## src/rtl/mem_access_ctrl_pkg.sv

```systemverilog
// Shared constants and types for the data-memory access controller.
// Holds the bus width, clock period, default timeout and FSM encoding.
package mem_access_ctrl_pkg;

    localparam int WORD            = 64;
    localparam int CYCLE           = 10;
    localparam int TIMEOUT_DEFAULT = 15;

    typedef enum logic [1:0] {
        IDLE  = 2'd0,
        ISSUE = 2'd1,
        RESP  = 2'd2
    } state_t;

    // Memory accesses are doubleword-wide; any low address bit set is an error.
    function automatic logic is_aligned(input logic [WORD-1:0] addr);
        return (addr[2:0] == 3'b000);
    endfunction

endpackage

```

## src/rtl/mem_access_ctrl_if.sv

```systemverilog
// Request, memory-strobe and response signals of the data-memory port.
// master = the controller, slave = execute stage plus memory responder.
interface mem_access_ctrl_if
    import mem_access_ctrl_pkg::*;
#(
    parameter int W = WORD
);

    logic         req_valid;
    logic         req_ready;
    logic         req_write;
    logic [W-1:0] req_addr;
    logic [W-1:0] req_wdata;
    logic         mem_read;
    logic         mem_write;
    logic [W-1:0] mem_addr;
    logic [W-1:0] mem_wdata;
    logic         mem_ack;
    logic [W-1:0] mem_rdata;
    logic         rsp_valid;
    logic         rsp_ready;
    logic [W-1:0] rsp_rdata;
    logic         rsp_err;
    logic         stall;

    modport master (
        input  req_valid, req_write, req_addr, req_wdata, mem_ack, mem_rdata, rsp_ready,
        output req_ready, mem_read, mem_write, mem_addr, mem_wdata,
               rsp_valid, rsp_rdata, rsp_err, stall
    );

    modport slave (
        output req_valid, req_write, req_addr, req_wdata, mem_ack, mem_rdata, rsp_ready,
        input  req_ready, mem_read, mem_write, mem_addr, mem_wdata,
               rsp_valid, rsp_rdata, rsp_err, stall
    );

endinterface

```

## src/rtl/mem_access_ctrl_timeout_cnt.sv

```systemverilog
// Saturating strobe-cycle counter; expired flags the final allowed strobe cycle.
// With TIMEOUT=1 the very first strobe cycle is already the last one.
module mem_timeout_cnt #(
    parameter int TIMEOUT = 15
) (
    input  logic clk,
    input  logic rst_n,
    input  logic clear,
    input  logic enable,
    output logic expired
);

    localparam int            CW       = $clog2(TIMEOUT + 1);
    localparam logic [CW-1:0] CNT_LAST = CW'(TIMEOUT - 1);
    localparam logic [CW-1:0] CNT_MAX  = CW'(TIMEOUT);

    logic [CW-1:0] cnt_r;

    // Count unacknowledged strobe cycles, holding at CNT_MAX instead of wrapping.
    always_ff @(posedge clk or negedge rst_n) begin
        if (!rst_n) begin
            cnt_r <= '0;
        end else if (clear) begin
            cnt_r <= '0;
        end else if (enable && (cnt_r != CNT_MAX)) begin
            cnt_r <= cnt_r + CW'(1);
        end else begin
            cnt_r <= cnt_r;
        end
    end

    assign expired = (cnt_r >= CNT_LAST);

endmodule

```

## src/rtl/mem_access_ctrl.sv

```systemverilog
// Data-memory initiator: one load/store at a time, strobes held until ack or
// timeout, then a held response. Every bus output comes straight from a flop.
module mem_access_ctrl
    import mem_access_ctrl_pkg::*;
#(
    parameter int TIMEOUT = TIMEOUT_DEFAULT
) (
    input  logic               clk,
    input  logic               rst_n,
    mem_access_ctrl_if.master  bus
);

    state_t            state_r;
    logic              req_ready_r;
    logic              write_r;
    logic              mem_read_r;
    logic              mem_write_r;
    logic [WORD-1:0]   mem_addr_r;
    logic [WORD-1:0]   mem_wdata_r;
    logic              rsp_valid_r;
    logic [WORD-1:0]   rsp_rdata_r;
    logic              rsp_err_r;
    logic              stall_r;

    logic              cnt_clear_s;
    logic              cnt_enable_s;
    logic              timeout_s;

    assign cnt_clear_s  = (state_r == IDLE);
    assign cnt_enable_s = (state_r == ISSUE) && !bus.mem_ack;

    mem_timeout_cnt #(
        .TIMEOUT (TIMEOUT)
    ) u_timeout (
        .clk     (clk),
        .rst_n   (rst_n),
        .clear   (cnt_clear_s),
        .enable  (cnt_enable_s),
        .expired (timeout_s)
    );

    // Request/response FSM; outputs are set on the edge that enters each state.
    always_ff @(posedge clk or negedge rst_n) begin
        if (!rst_n) begin
            state_r     <= IDLE;
            req_ready_r <= 1'b1;
            write_r     <= 1'b0;
            mem_read_r  <= 1'b0;
            mem_write_r <= 1'b0;
            mem_addr_r  <= '0;
            mem_wdata_r <= '0;
            rsp_valid_r <= 1'b0;
            rsp_rdata_r <= '0;
            rsp_err_r   <= 1'b0;
            stall_r     <= 1'b0;
        end else begin
            case (state_r)
                IDLE: begin
                    if (bus.req_valid) begin
                        mem_addr_r  <= bus.req_addr;
                        mem_wdata_r <= bus.req_wdata;
                        write_r     <= bus.req_write;
                        req_ready_r <= 1'b0;
                        stall_r     <= 1'b1;
                        if (is_aligned(bus.req_addr)) begin
                            state_r     <= ISSUE;
                            mem_read_r  <= !bus.req_write;
                            mem_write_r <= bus.req_write;
                        end else begin
                            // Misaligned: answer with an error, memory never sees it.
                            state_r     <= RESP;
                            rsp_valid_r <= 1'b1;
                            rsp_rdata_r <= '0;
                            rsp_err_r   <= 1'b1;
                        end
                    end
                end
                ISSUE: begin
                    if (bus.mem_ack) begin
                        state_r     <= RESP;
                        mem_read_r  <= 1'b0;
                        mem_write_r <= 1'b0;
                        rsp_valid_r <= 1'b1;
                        rsp_rdata_r <= write_r ? '0 : bus.mem_rdata;
                        rsp_err_r   <= 1'b0;
                    end else if (timeout_s) begin
                        state_r     <= RESP;
                        mem_read_r  <= 1'b0;
                        mem_write_r <= 1'b0;
                        rsp_valid_r <= 1'b1;
                        rsp_rdata_r <= '0;
                        rsp_err_r   <= 1'b1;
                    end
                end
                RESP: begin
                    if (bus.rsp_ready) begin
                        state_r     <= IDLE;
                        rsp_valid_r <= 1'b0;
                        req_ready_r <= 1'b1;
                        stall_r     <= 1'b0;
                    end
                end
                default: begin
                    state_r     <= IDLE;
                    req_ready_r <= 1'b1;
                    mem_read_r  <= 1'b0;
                    mem_write_r <= 1'b0;
                    rsp_valid_r <= 1'b0;
                    rsp_rdata_r <= '0;
                    rsp_err_r   <= 1'b0;
                    stall_r     <= 1'b0;
                end
            endcase
        end
    end

    assign bus.req_ready = req_ready_r;
    assign bus.mem_read  = mem_read_r;
    assign bus.mem_write = mem_write_r;
    assign bus.mem_addr  = mem_addr_r;
    assign bus.mem_wdata = mem_wdata_r;
    assign bus.rsp_valid = rsp_valid_r;
    assign bus.rsp_rdata = rsp_rdata_r;
    assign bus.rsp_err   = rsp_err_r;
    assign bus.stall     = stall_r;

endmodule

```

## src/flat_wrapper.sv

```systemverilog
// flat-port wrapper written by rule: the top's interface ports become plain ports
module mem_access_ctrl_flat import mem_access_ctrl_pkg::*;
#(
    parameter int TIMEOUT = TIMEOUT_DEFAULT
)
  (clk, rst_n, bus_req_valid, bus_req_write, bus_req_addr, bus_req_wdata, bus_mem_ack, bus_mem_rdata, bus_rsp_ready, bus_req_ready, bus_mem_read, bus_mem_write, bus_mem_addr, bus_mem_wdata, bus_rsp_valid, bus_rsp_rdata, bus_rsp_err, bus_stall);
  mem_access_ctrl_if bus_i ();
  input  logic clk;
  input  logic rst_n;
  input wire logic [$bits(bus_i.req_valid)-1:0] bus_req_valid;
  input wire logic [$bits(bus_i.req_write)-1:0] bus_req_write;
  input wire logic [$bits(bus_i.req_addr)-1:0] bus_req_addr;
  input wire logic [$bits(bus_i.req_wdata)-1:0] bus_req_wdata;
  input wire logic [$bits(bus_i.mem_ack)-1:0] bus_mem_ack;
  input wire logic [$bits(bus_i.mem_rdata)-1:0] bus_mem_rdata;
  input wire logic [$bits(bus_i.rsp_ready)-1:0] bus_rsp_ready;
  output wire logic [$bits(bus_i.req_ready)-1:0] bus_req_ready;
  output wire logic [$bits(bus_i.mem_read)-1:0] bus_mem_read;
  output wire logic [$bits(bus_i.mem_write)-1:0] bus_mem_write;
  output wire logic [$bits(bus_i.mem_addr)-1:0] bus_mem_addr;
  output wire logic [$bits(bus_i.mem_wdata)-1:0] bus_mem_wdata;
  output wire logic [$bits(bus_i.rsp_valid)-1:0] bus_rsp_valid;
  output wire logic [$bits(bus_i.rsp_rdata)-1:0] bus_rsp_rdata;
  output wire logic [$bits(bus_i.rsp_err)-1:0] bus_rsp_err;
  output wire logic [$bits(bus_i.stall)-1:0] bus_stall;
  assign bus_i.req_valid = bus_req_valid;
  assign bus_i.req_write = bus_req_write;
  assign bus_i.req_addr = bus_req_addr;
  assign bus_i.req_wdata = bus_req_wdata;
  assign bus_i.mem_ack = bus_mem_ack;
  assign bus_i.mem_rdata = bus_mem_rdata;
  assign bus_i.rsp_ready = bus_rsp_ready;
  assign bus_req_ready = bus_i.req_ready;
  assign bus_mem_read = bus_i.mem_read;
  assign bus_mem_write = bus_i.mem_write;
  assign bus_mem_addr = bus_i.mem_addr;
  assign bus_mem_wdata = bus_i.mem_wdata;
  assign bus_rsp_valid = bus_i.rsp_valid;
  assign bus_rsp_rdata = bus_i.rsp_rdata;
  assign bus_rsp_err = bus_i.rsp_err;
  assign bus_stall = bus_i.stall;
  mem_access_ctrl #(.TIMEOUT(TIMEOUT)) u_core (.clk(clk), .rst_n(rst_n), .bus(bus_i));
endmodule
```

## config.mk

```make
export PLATFORM = sky130hd
export DESIGN_NAME = mem_access_ctrl_flat
export DESIGN_NICKNAME = d
export VERILOG_FILES = /design/src/rtl/mem_access_ctrl_pkg.sv /design/src/rtl/mem_access_ctrl_if.sv /design/src/rtl/mem_access_ctrl_timeout_cnt.sv /design/src/rtl/mem_access_ctrl.sv /design/src/flat_wrapper.sv
export SDC_FILE = /design/constraint.sdc
export NUM_CORES = 1
export LEC_CHECK = 0
export ABC_AREA = 1
export CORE_AREA = 4 4 154 156
export CTS_CLUSTER_DIAMETER = 200
export DETAILED_ROUTE_END_ITERATION = 10
export DIE_AREA = 0 0 158 160
export GPL_TIMING_DRIVEN = 1
export PLACE_DENSITY = 0.72
export REMOVE_ABC_BUFFERS = 1
export SKIP_LAST_GASP = 1
export SLEW_MARGIN = 20
export SYNTH_ARGS = -nofsm -noshare
export SYNTH_HDL_FRONTEND = slang
export SYNTH_SLANG_ARGS = --single-unit
```

## constraint.sdc

```tcl
create_clock -name clk -period 2.5 [get_ports clk]
set_input_delay 0.375 -clock clk [delete_from_list [all_inputs] [get_ports clk]]
set_output_delay 0.375 -clock clk [all_outputs]
set_load 0.02 [all_outputs]
```

==> results.sh <==
export IMPL_status="finished, final reports clean"
export IMPL_reg2reg_to="u_core.bus.rsp_rdata[5]"
export IMPL_die_height_um=160
export IMPL_routed_wirelength_um=25700
export IMPL_fillers=1965
export IMPL_fin_area_um2=12900
export IMPL_r2r_start="u_core.u_timeout.cnt_r[0]"
export IMPL_dieArea_um2=25300
export IMPL_final_antenna_net_count=0
export IMPL_path_delay_family="buffers and inverters"
export IMPL_worstPathMaxFanout=2
export IMPL_gp_congestion=0.817
export IMPL_synth_top_flop_cell="dfrtp_1"
export IMPL_clock_path_buffers=3
export IMPL_num_vias=7129
export IMPL_irDropWorstVdd_uv=709
export IMPL_synth_top_area_cell="dfrtp_1"
export IMPL_cts_setup_buffers=0
export IMPL_netlist_area_um2=7920
export IMPL_relSlewSlack=0.558
export IMPL_finalSetupTns_ns=0
export IMPL_multiInputGateArea_um2=2500
export IMPL_wl_per_cell_um=16.1
export IMPL_fin_crit_sh=0.805
export IMPL_nNetsFinal=1498
export IMPL_yosys_warnings=0
export IMPL_synth_cell_types=20
export IMPL_viasPerCell=4.46
export IMPL_post_dp_hpwl_um=18300
export IMPL_ios=396
export IMPL_cts_root_buf="clkbuf_16"
export IMPL_antenna_found_initial=1
export IMPL_end_kind="output pin"
export IMPL_fin_crit_ns=2.01
export IMPL_netlist_area_leader_share=0.644
export IMPL_cts_tree="built"
export IMPL_total_power_uw=16100
export IMPL_rows=55
export IMPL_hold_class="in -> async"
export IMPL_register_area_um2=5130
export IMPL_cts_resized=0
export IMPL_syn_avg_cell_area_um2=8.73
export IMPL_utilization=0.578
export IMPL_clk_pin_slew_ns=0.06
export IMPL_power_leakage_uw=0.00648
export IMPL_track_usage=0.194
export IMPL_drt_iter0_markers=474
export IMPL_clock_sinks=205
export IMPL_start_util=0.354
export IMPL_ys_async_sr_fraction=1.00
export IMPL_finalSetupViolCount=0
export IMPL_drv_slew=0
export IMPL_power_density_nw_per_um2=1250
export IMPL_cts_buffers_inserted=22
export IMPL_gr_total_overflow=0
export IMPL_h_tree_depth=1
export IMPL_core_area_um2=22400
export IMPL_clk_latency_ns=0.50
export IMPL_start_kind="register"
export IMPL_drive_gt1_frac=0.0412
export IMPL_die_w_um=158
export IMPL_drv_cap=0
export IMPL_grt_max_degree=98
export IMPL_regToRegSetupSlack_ns=0.56
export IMPL_clock_skew_ns=0.0142
export IMPL_synthTopCellsByArea="dfrtp_1, nand2_1, buf_2"
export IMPL_rsz0062_at_grt="false"
export IMPL_path_cells="clkdlybuf4s50_1"
export IMPL_areaGrowthSynthToFinish_pct=63.3
export IMPL_synthesis_instances=908
export IMPL_synth_edff_count=0
export IMPL_cp_arrival_ns=1.64
export IMPL_cp_slowest_cell="clkdlybuf4s50_1"
export IMPL_drtPass1Iterations=5
export IMPL_synth_seq_area_share=0.648
export IMPL_critPathRequiredTime_ns=2.12
export IMPL_synth_most_common_cell="nand2_1"
export IMPL_grt_pass1_vias=7147
export IMPL_criticalPathCategory="reg -> out"
export IMPL_drc=0
export IMPL_n_antenna_cell=0
export IMPL_finalHoldViolations=0
export IMPL_cts_hold_buf=1
export IMPL_yosys_top_cells_count="nand2_1, dfrtp_1, buf_2"
export IMPL_tightest_slew_ns=0.663
export IMPL_synth_seq_cells=205
export IMPL_timing_fmax_mhz=497
export IMPL_max_stage_delay_ns=0.62
export IMPL_placed_area_um2=12200
export IMPL_crit_buf_inv=1
export IMPL_port_buffers=395
export IMPL_worstRegToRegCells=10
export IMPL_grt_pass1_wl_um=39400
-- area by class of cell --
class,count,area share
clock buffer,33,0.0505
clock inverter,5,0.00774
inverter,17,0.00513
multi-input combinational,644,0.193
sequential,205,0.397
tap,285,0.0276
timing repair buffer,408,0.319
-- flip-flops by register name, indices dropped and copies added, names as in the netlist --
| name | cells |
|---|---|
| u_core.bus.rsp_rdata | 64 |
| u_core.bus.rsp_err | 1 |
| u_core.bus.rsp_valid | 1 |
| u_core.bus.stall | 1 |
| u_core.bus.mem_write | 1 |
| u_core.bus.req_ready | 1 |
| u_core.bus.mem_read | 1 |
| u_core.state_r | 2 |
| u_core.u_timeout.cnt_r | 4 |
| u_core.write_r | 1 |
| u_core.bus.mem_addr | 64 |
| u_core.bus.mem_wdata | 64 |
-- metal layers --
metal  share of wire  track usage  up-vias  wire [µm]
met3            0.12       0.0848       27       3200
met4           0.015       0.0454        2        388
met2            0.47        0.324      309      12200
met5         0.00051            0        -         13
li1                -            -     3498          -
met1            0.39        0.233     3293       9930
-- stage by stage --
stage               setup WS (ns)  instances  hold slack [ns]
floorplan                   -2.61        866           0.0794
global placement            0.412       1558            0.376
detailed placement          0.346       1558            0.379
CTS                         0.450       1597            0.383
global route                0.390       1597            0.398
finish                      0.487       1597            0.406
-- layout by cell type (no fill, tap or decap), types with 5 or more instances in the layout --
master	count
clkbuf_8	5
buf_4	6
dfrtp_1	204
clkbuf_1	6
nand2_1	606
inv_1	15
nor2_1	11
clkbuf_16	23
clkdlybuf4s50_1	394
o21ai_0	7
nand3_1	7
buf_12	6
-- power by group --
part	switching, µW	total (µW)	internal [µW]	leakage [µW]
Combinational	4090	7250	3160	0.00347
Sequential	783	5440	4660	0.00264
Clock	1310	3410	2100	0.000369
Total	6180	16100	9930	0.00648
-- kinds of logic (layout without fill, tap and decap cells) --
kind of cell / count (synthesis) / after routing / synth area share
AND/OR/NAND/NOR: 631 / 631 / 0.303
AO/OA/AOI/OAI: 10 / 10 / 0.00663
XOR/XNOR: 1 / 1 / 0.00111
adder cells (fa/ha/maj): 2 / 2 / 0.00316
buffers and inverters: 59 / 463 / 0.0388
flip-flops: 205 / 205 / 0.648
-- worst max path at each step --
stage                                         start                        to  slack, ns  cells after the start
final                          u_core.bus.req_ready             bus_req_ready       0.49                      1
after global routing      u_core.u_timeout.cnt_r[0]  u_core.bus.rsp_rdata[31]       0.39                     10
after CTS                      u_core.bus.req_ready             bus_req_ready       0.45                      1
after detailed placement                bus_mem_ack   u_core.bus.rsp_rdata[5]       0.35                      9
after global placement                  bus_mem_ack  u_core.bus.rsp_rdata[27]       0.41                      9
after floorplan                   u_core.state_r[1]    u_core.bus.mem_addr[0]      -2.61                      5
Power figures use the tool's default switching activity.
